$ cat src/rtl/seg_pkg.sv
// Shared constants and FSM state type for the multiplexed seven-segment scan controller.
package seg_pkg;

    localparam int NUM_DIGITS = 8;
    localparam int IDX_W      = 3;

    localparam logic [6:0] SEG_BLANK = 7'h7F;

    typedef enum logic [1:0] {
        IDLE  = 2'd0,
        BLANK = 2'd1,
        DRIVE = 2'd2
    } state_t;

endpackage

$ cat src/rtl/hex_to_7seg.sv
// Combinational hex nibble to active-low seven-segment decoder, output bits {g,f,e,d,c,b,a}.
module hex_to_7seg (
    input  logic [3:0] i_nibble,
    output logic [6:0] o_seg
);

    always_comb begin
        case (i_nibble)
            4'h0:    o_seg = 7'h40;
            4'h1:    o_seg = 7'h79;
            4'h2:    o_seg = 7'h24;
            4'h3:    o_seg = 7'h30;
            4'h4:    o_seg = 7'h19;
            4'h5:    o_seg = 7'h12;
            4'h6:    o_seg = 7'h02;
            4'h7:    o_seg = 7'h78;
            4'h8:    o_seg = 7'h00;
            4'h9:    o_seg = 7'h10;
            4'hA:    o_seg = 7'h08;
            4'hB:    o_seg = 7'h03;
            4'hC:    o_seg = 7'h46;
            4'hD:    o_seg = 7'h21;
            4'hE:    o_seg = 7'h06;
            default: o_seg = 7'h0E;
        endcase
    end

endmodule

$ cat src/rtl/seg_scan_ctrl.sv
// Eight-digit common-anode scan controller with double-buffered data and per-digit blanking gap.
// Optional leading-zero suppression is enabled by defining LEADING_ZERO_BLANK_EN.
module seg_scan_ctrl
    import seg_pkg::*;
#(
    parameter int BLANK_CYC   = 64,
    parameter int SYNC_STAGES = 2
) (
    input  logic        clk_in,
    input  logic        reset,
    input  logic        scan_clk,
    input  logic        enable,
    input  logic        load,
    input  logic [31:0] data_in,
    input  logic [7:0]  dp_in,
    output logic [7:0]  anode,
    output logic [6:0]  cathode,
    output logic        dp,
    output logic        frame_done,
    output logic        update_pending
);

    localparam logic [7:0]       BLANK_LOAD = 8'(BLANK_CYC - 1);
    localparam logic [IDX_W-1:0] LAST_IDX   = IDX_W'(NUM_DIGITS - 1);

    logic [SYNC_STAGES-1:0] r_sync;
    logic                   r_hist;
    state_t                 r_state;
    logic [7:0]             r_cnt;
    logic [IDX_W-1:0]       r_idx;
    logic [31:0]            r_shadow;
    logic [7:0]             r_shadow_dp;
    logic [31:0]            r_active;
    logic [7:0]             r_active_dp;
    logic                   r_pending;
    logic [7:0]             r_anode;
    logic [6:0]             r_cathode;
    logic                   r_dp;
    logic                   r_frame_done;

    logic                   w_scan_edge;
    state_t                 w_state_nxt;
    logic [7:0]             w_cnt_nxt;
    logic                   w_adv;
    logic                   w_wrap;
    logic [3:0]             w_nibble;
    logic [6:0]             w_dec;
    logic [6:0]             w_seg;

    // The scan clock is asynchronous: resample it before edge detection.
    // NOTE: every clocked register uses non-blocking assignment so all flops update from pre-edge values.
    always_ff @(posedge clk_in or negedge reset) begin
        if (!reset) begin
            r_sync <= '0;
            r_hist <= 1'b0;
        end else begin
            r_sync <= {r_sync[SYNC_STAGES-2:0], scan_clk};
            r_hist <= r_sync[SYNC_STAGES-1];
        end
    end

    assign w_scan_edge = r_sync[SYNC_STAGES-1] & ~r_hist;

    // NOTE: every output of this block gets a default first, so no path leaves it unassigned (no latch).
    always_comb begin
        w_state_nxt = r_state;
        w_cnt_nxt   = r_cnt;
        w_adv       = 1'b0;
        case (r_state)
            IDLE: begin
                if (enable && w_scan_edge) begin
                    w_state_nxt = BLANK;
                    w_cnt_nxt   = BLANK_LOAD;
                end
            end
            BLANK: begin
                if (!enable) begin
                    w_state_nxt = IDLE;
                end else if (w_scan_edge) begin
                    w_adv     = 1'b1;
                    w_cnt_nxt = BLANK_LOAD;
                end else if (r_cnt == 8'd0) begin
                    w_state_nxt = DRIVE;
                end else begin
                    w_cnt_nxt = r_cnt - 8'd1;
                end
            end
            DRIVE: begin
                if (!enable) begin
                    w_state_nxt = IDLE;
                end else if (w_scan_edge) begin
                    w_adv       = 1'b1;
                    w_state_nxt = BLANK;
                    w_cnt_nxt   = BLANK_LOAD;
                end
            end
            default: w_state_nxt = IDLE;
        endcase
    end

    assign w_wrap = w_adv && (r_idx == LAST_IDX);

    always_ff @(posedge clk_in or negedge reset) begin
        if (!reset) begin
            r_state <= IDLE;
            r_cnt   <= 8'd0;
            r_idx   <= '0;
        end else begin
            r_state <= w_state_nxt;
            r_cnt   <= w_cnt_nxt;
            if (w_adv) begin
                r_idx <= r_idx + 1'b1;
            end
        end
    end

    // Shadow/active swap happens only at frame wrap so a frame never mixes old and new data.
    always_ff @(posedge clk_in or negedge reset) begin
        if (!reset) begin
            r_shadow     <= '0;
            r_shadow_dp  <= '0;
            r_active     <= '0;
            r_active_dp  <= '0;
            r_pending    <= 1'b0;
            r_frame_done <= 1'b0;
        end else begin
            r_frame_done <= w_wrap;
            if (load) begin
                r_shadow    <= data_in;
                r_shadow_dp <= dp_in;
            end
            if (w_wrap) begin
                if (load) begin
                    r_active    <= data_in;
                    r_active_dp <= dp_in;
                end else if (r_pending) begin
                    r_active    <= r_shadow;
                    r_active_dp <= r_shadow_dp;
                end
                r_pending <= 1'b0;
            end else if (load) begin
                r_pending <= 1'b1;
            end
        end
    end

    assign w_nibble = r_active[{r_idx, 2'b00} +: 4];

    hex_to_7seg u_dec (
        .i_nibble (w_nibble),
        .o_seg    (w_dec)
    );

`ifdef LEADING_ZERO_BLANK_EN
    logic [IDX_W-1:0] w_msnz;
    logic             w_lz_blank;

    always_comb begin
        w_msnz = '0;
        for (int k = 1; k < NUM_DIGITS; k++) begin
            if (r_active[4*k +: 4] != 4'h0) begin
                w_msnz = IDX_W'(k);
            end
        end
    end

    // Digit 0 can never exceed w_msnz, so it always shows.
    assign w_lz_blank = (r_idx > w_msnz) && !r_active_dp[r_idx];
    assign w_seg      = w_lz_blank ? SEG_BLANK : w_dec;
`else
    assign w_seg = w_dec;
`endif

    // Index and active data are stable whenever the next state is DRIVE, so the current values are used.
    always_ff @(posedge clk_in or negedge reset) begin
        if (!reset) begin
            r_anode   <= 8'hFF;
            r_cathode <= SEG_BLANK;
            r_dp      <= 1'b1;
        end else if (w_state_nxt == DRIVE) begin
            r_anode   <= ~(8'b0000_0001 << r_idx);
            r_cathode <= w_seg;
            r_dp      <= ~r_active_dp[r_idx];
        end else begin
            r_anode   <= 8'hFF;
            r_cathode <= SEG_BLANK;
            r_dp      <= 1'b1;
        end
    end

    assign anode          = r_anode;
    assign cathode        = r_cathode;
    assign dp             = r_dp;
    assign frame_done     = r_frame_done;
    assign update_pending = r_pending;

endmodule
$ cat config.mk
export PLATFORM = sky130hd
export DESIGN_NAME = seg_scan_ctrl
export DESIGN_NICKNAME = d
export VERILOG_FILES = /design/src/rtl/seg_pkg.sv /design/src/rtl/hex_to_7seg.sv /design/src/rtl/seg_scan_ctrl.sv
export SDC_FILE = /design/constraint.sdc
export NUM_CORES = 1
export LEC_CHECK = 0
export ABC_AREA = 1
export BUFFER_PORTS_ARGS = -buffer_cell sky130_fd_sc_hd__buf_2
export CAP_MARGIN = 5
export CORE_ASPECT_RATIO = 1.75
export CORE_MARGIN = 2
export CORE_UTILIZATION = 50
export DETAILED_ROUTE_END_ITERATION = 8
export PLACE_DENSITY = 0.7
export SLEW_MARGIN = 15
export SYNTH_ARGS = -nofsm -noshare
export SYNTH_HDL_FRONTEND = slang
export SYNTH_SLANG_ARGS = --single-unit
export TNS_END_PERCENT = 1
$ cat constraint.sdc
create_clock -name clk_in -period 2.51 [get_ports clk_in]
set_input_delay 0.1255 -clock clk_in [delete_from_list [all_inputs] [get_ports clk_in]]
set_output_delay 0.1255 -clock clk_in [all_outputs]
set_load 0.02 [all_outputs]
==> summary.md <==
| Metric | Value |
|---|---|
| Outcome | `completed` |
| EDFF count, synth | `0` |
| Post-Synth XOR/XNOR Area | `0.001675` |
| R2R Path Start | `r_idx[1]` |
| Hold Crit Class | `in2reg` |
| Site Rows | `49` |
| Clock slew at reported path FFs | `50 ps` |
| Worst hold start | `enable` |
| Largest net degree at the start of global routing | `81` |
| End of the worst hold path | `r_idx[0]` |
| Clock tree buffer depth | `2` |
| Hpwl dp | `7.854 mm` |
| Max frequency | `459.3 MHz` |
| RSZ-0062 raised after global routing | `no` |
| Final Cell Area | `6686 µm²` |
| Vias in the first global route | `4239` |
| Crit path max fanout | `13` |
| Critical path required time | `2840 ps` |
| Worst Max-Slew Pin Slew | `804.1 ps` |
| First-pass GRT wire length | `19.17 mm` |
| Drt first pass iters | `4` |
| DRC Markers | `0` |
| Reg area | `2873 µm²` |
| Max_slew headroom | `0.4639` |
| Prevailing post-synth register cell | `dfrtp_1` |
| Critical Path AT | `2510 ps` |
| Area share of the largest cell type after synthesis | `0.4690` |
| Initial core utilization | `0.5107` |
| Ports | `63` |
| Antenna Cells | `0` |
| Hold path cells | `3` |
| DIE HEIGHT | `139.3 µm` |
| Antenna Nets Post-Route | `0` |
| Yosys cell types | `30` |
| Logic gate share of total power | `0.266` |
| Seq pwr share | `0.353` |
| Share of cells above drive strength 1 | `0.1727` |
| GP Congestion | `0.8890` |
| Synth Cell Area | `5229 µm²` |
| Final setup fails | `0` |
| Final wirelength | `11.47 mm` |
| Pint | `4368 µW` |
| Commonest non-fill, non-tap cells in the layout | `nand2_1 (253), dfrtp_1 (98), buf_2 (61), inv_1 (60), o21ai_0 (57)` |
| Switching share of power | `0.3328` |
| Mean routed wirelength per cell | `13.12 µm` |
| Dominant cells by area after synthesis | `dfrtp_1 (47%), nand2_1 (18%), dfstp_2 (8.0%), o21ai_0 (5.5%), nand3_1 (4.5%)` |
| Mux cell area share after synthesis | `0` |
| Fraction of registers with async set/reset | `1.000` |
| Post-Synthesis Cells | `630` |
| Final hold violations | `0` |
| Syn_nets | `693` |
| 1st-iter DRT viols | `227` |
| Sequential area share after synthesis | `0.5494` |
| Leakage | `0.003324 µW` |
| Grt total ovfl | `0` |
| Initial antenna violation count | `0` |
| Core footprint | `10240 µm²` |
| Area Overhead vs Synth | `27.88%` |
| Adder-Cell Fraction of Synth Area | `0.04307` |
| # port buffers | `62` |
| CP endpoint kind | `flip-flop` |
| Setup Total Neg Slack | `0 ps` |
| RR Endpoint | `cathode[3]` |
| Main combinational cell family by area after synthesis | `simple AND/OR/NAND/NOR gates` |
| Power per cell area | `979.2 nW/µm²` |
| Minimum clock period | `2177 ps` |
| Clk_lat worst skew | `410 ps` |
| Maxcap violations | `0` |
| Cts bufs inserted | `17` |
| Synth Area in Compound Gates | `0.07633` |
| Gr usage total | `0.2217` |
| # clock sinks | `114` |
| Most common cell after layout, fill and taps aside | `nand2_1` |
| Max H-tree Level | `4` |
| Layout Nets | `797` |
| Fin crit share | `0.8675` |
| Post-CTS setup buffers | `0` |
| Worst hold margin | `150.2 ps` |
| Worst Setup Path Type | `reg2reg` |
| Fillcell total | `833` |
| Clk network pwr share | `0.381` |
| Die width | `81.30 µm` |
| Synth warn | `0` |
| Die area | `11320 µm²` |
| CTS tree | `yes` |
| Sw power | `2179 µW` |
| Reg2Reg Setup Slack | `330 ps` |
| Total number of vias | `4387` |
| Synth Area in Simple Gates | `0.2589` |
| Fin Clk Skew | `5.361 ps` |
| DR vias/cell | `5.019` |
| Multi-input logic area | `1991 µm²` |
| Pins Over Slew Limit | `0` |
| Worst vdd ir | `0.0006009 V` |
| Cell depth of the worst flop-to-flop path | `10` |
| Syn avg cell area | `8.300 µm²` |
| Yosys reg bits | `114` |
| Placed inst area | `5644 µm²` |
| Worst setup SP type | `flip-flop` |
| Post-synth top area cell | `dfrtp_1` |
| Root Driver | `clkbuf_16` |
[worst max path at each step]
| stage | startpoint | endpoint | slack (ps) | cells after the start |
|---|---|---|---|---|
| detailed placement | r_idx[1] | cathode[3] | 240 | 10 |
| finish | r_idx[1] | cathode[3] | 330 | 10 |
| CTS | r_idx[1] | cathode[3] | 200 | 10 |
| floorplan | r_idx[0] | cathode[3] | 670 | 13 |
| global route | r_idx[1] | cathode[3] | 60 | 10 |
| global placement | r_idx[1] | cathode[3] | 360 | 10 |
[metal layers]
| metal | vias up | part of all wire | track usage |
|---|---|---|---|
| li1 | 2183 | - | - |
| met1 | 2076 | 0.41 | 0.2576 |
| met2 | 101 | 0.53 | 0.3770 |
| met3 | 27 | 0.033 | 0.05642 |
| met4 | 0 | 0.031 | 0.09634 |
| met5 | - | 0 | 0 |
[critical path: stages (launching register included)]
cell	delay (ps)
dfrtp_1	590
inv_1	300
nand3_1	160
nand2_1	70
o21ai_2	250
inv_1	140
ha_1	240
nand3_1	150
nand2_1	70
nand2_1	60
nand3_1	70
[final cells by class]
type                            count  area share
Sequential cell                   114      0.4296
Inverter                           64     0.03630
Timing Repair Buffer              110      0.1201
Clock inverter                     14     0.02826
Tap cell                          127     0.02376
Clock buffer                       18     0.06418
Multi-Input combinational cell    427      0.2977
[synth_stat cells (3+ instances only)]
| master | number |
|---|---|
| nand2_1 | 253 |
| inv_2 | 3 |
| a21oi_1 | 7 |
| a31oi_1 | 4 |
| clkbuf_1 | 9 |
| inv_1 | 60 |
| dfstp_2 | 16 |
| buf_2 | 11 |
| o21ai_0 | 57 |
| buf_4 | 5 |
| nand3_1 | 47 |
| ha_1 | 18 |
| nor2_1 | 23 |
| dfrtp_1 | 98 |
[state kept, by name, summed over array words and instances (netlist names)]
signal	cells
r_shadow_dp	8
anode	8
dp	1
r_sync	2
r_hist	1
r_cnt	8
r_shadow	32
cathode	7
r_active_dp	8
frame_done	1
update_pending	1
r_state	2
r_active	32
r_idx	3
[metrics by stage]
stage                     instances  utilization  setup WS [ps]  total power [µW]
after detailed placement        800       0.5513          240.4              3989
after global placement          800       0.5513          358.5              3910
after floorplan                 630            -          670.6              3574
final                           874       0.6531          332.6              6547
after global routing            874       0.6531          60.86              6943
after CTS                       874       0.6527          200.0              6560
[power by group through the flow]
stage                     clock network [µW]  registers, µW  logic [µW]
after floorplan                            0           2230        1340
after global placement                     0           2330        1580
after detailed placement                   0           2340        1650
after CTS                               2520           2310        1730
after global routing                    2600           2350        2000
final                                   2490           2310        1740
[repair_timing]
item | in CTS | in global routing
endpoints found under the hold margin | 89 | 0
gates resized for setup | 0 | 1
endpoints found under the setup margin | 0 | 3
hold buffers | 42 | 0
[cells by family after synthesis]
logic type | after synthesis
flip-flops | 114
XOR/XNOR | 1
AO/OA/AOI/OAI | 74
AND/OR/NAND/NOR | 334
adder cells (fa/ha/maj) | 18
buffers and inverters | 89
Note: power is estimated with default switching activity, not from simulation.
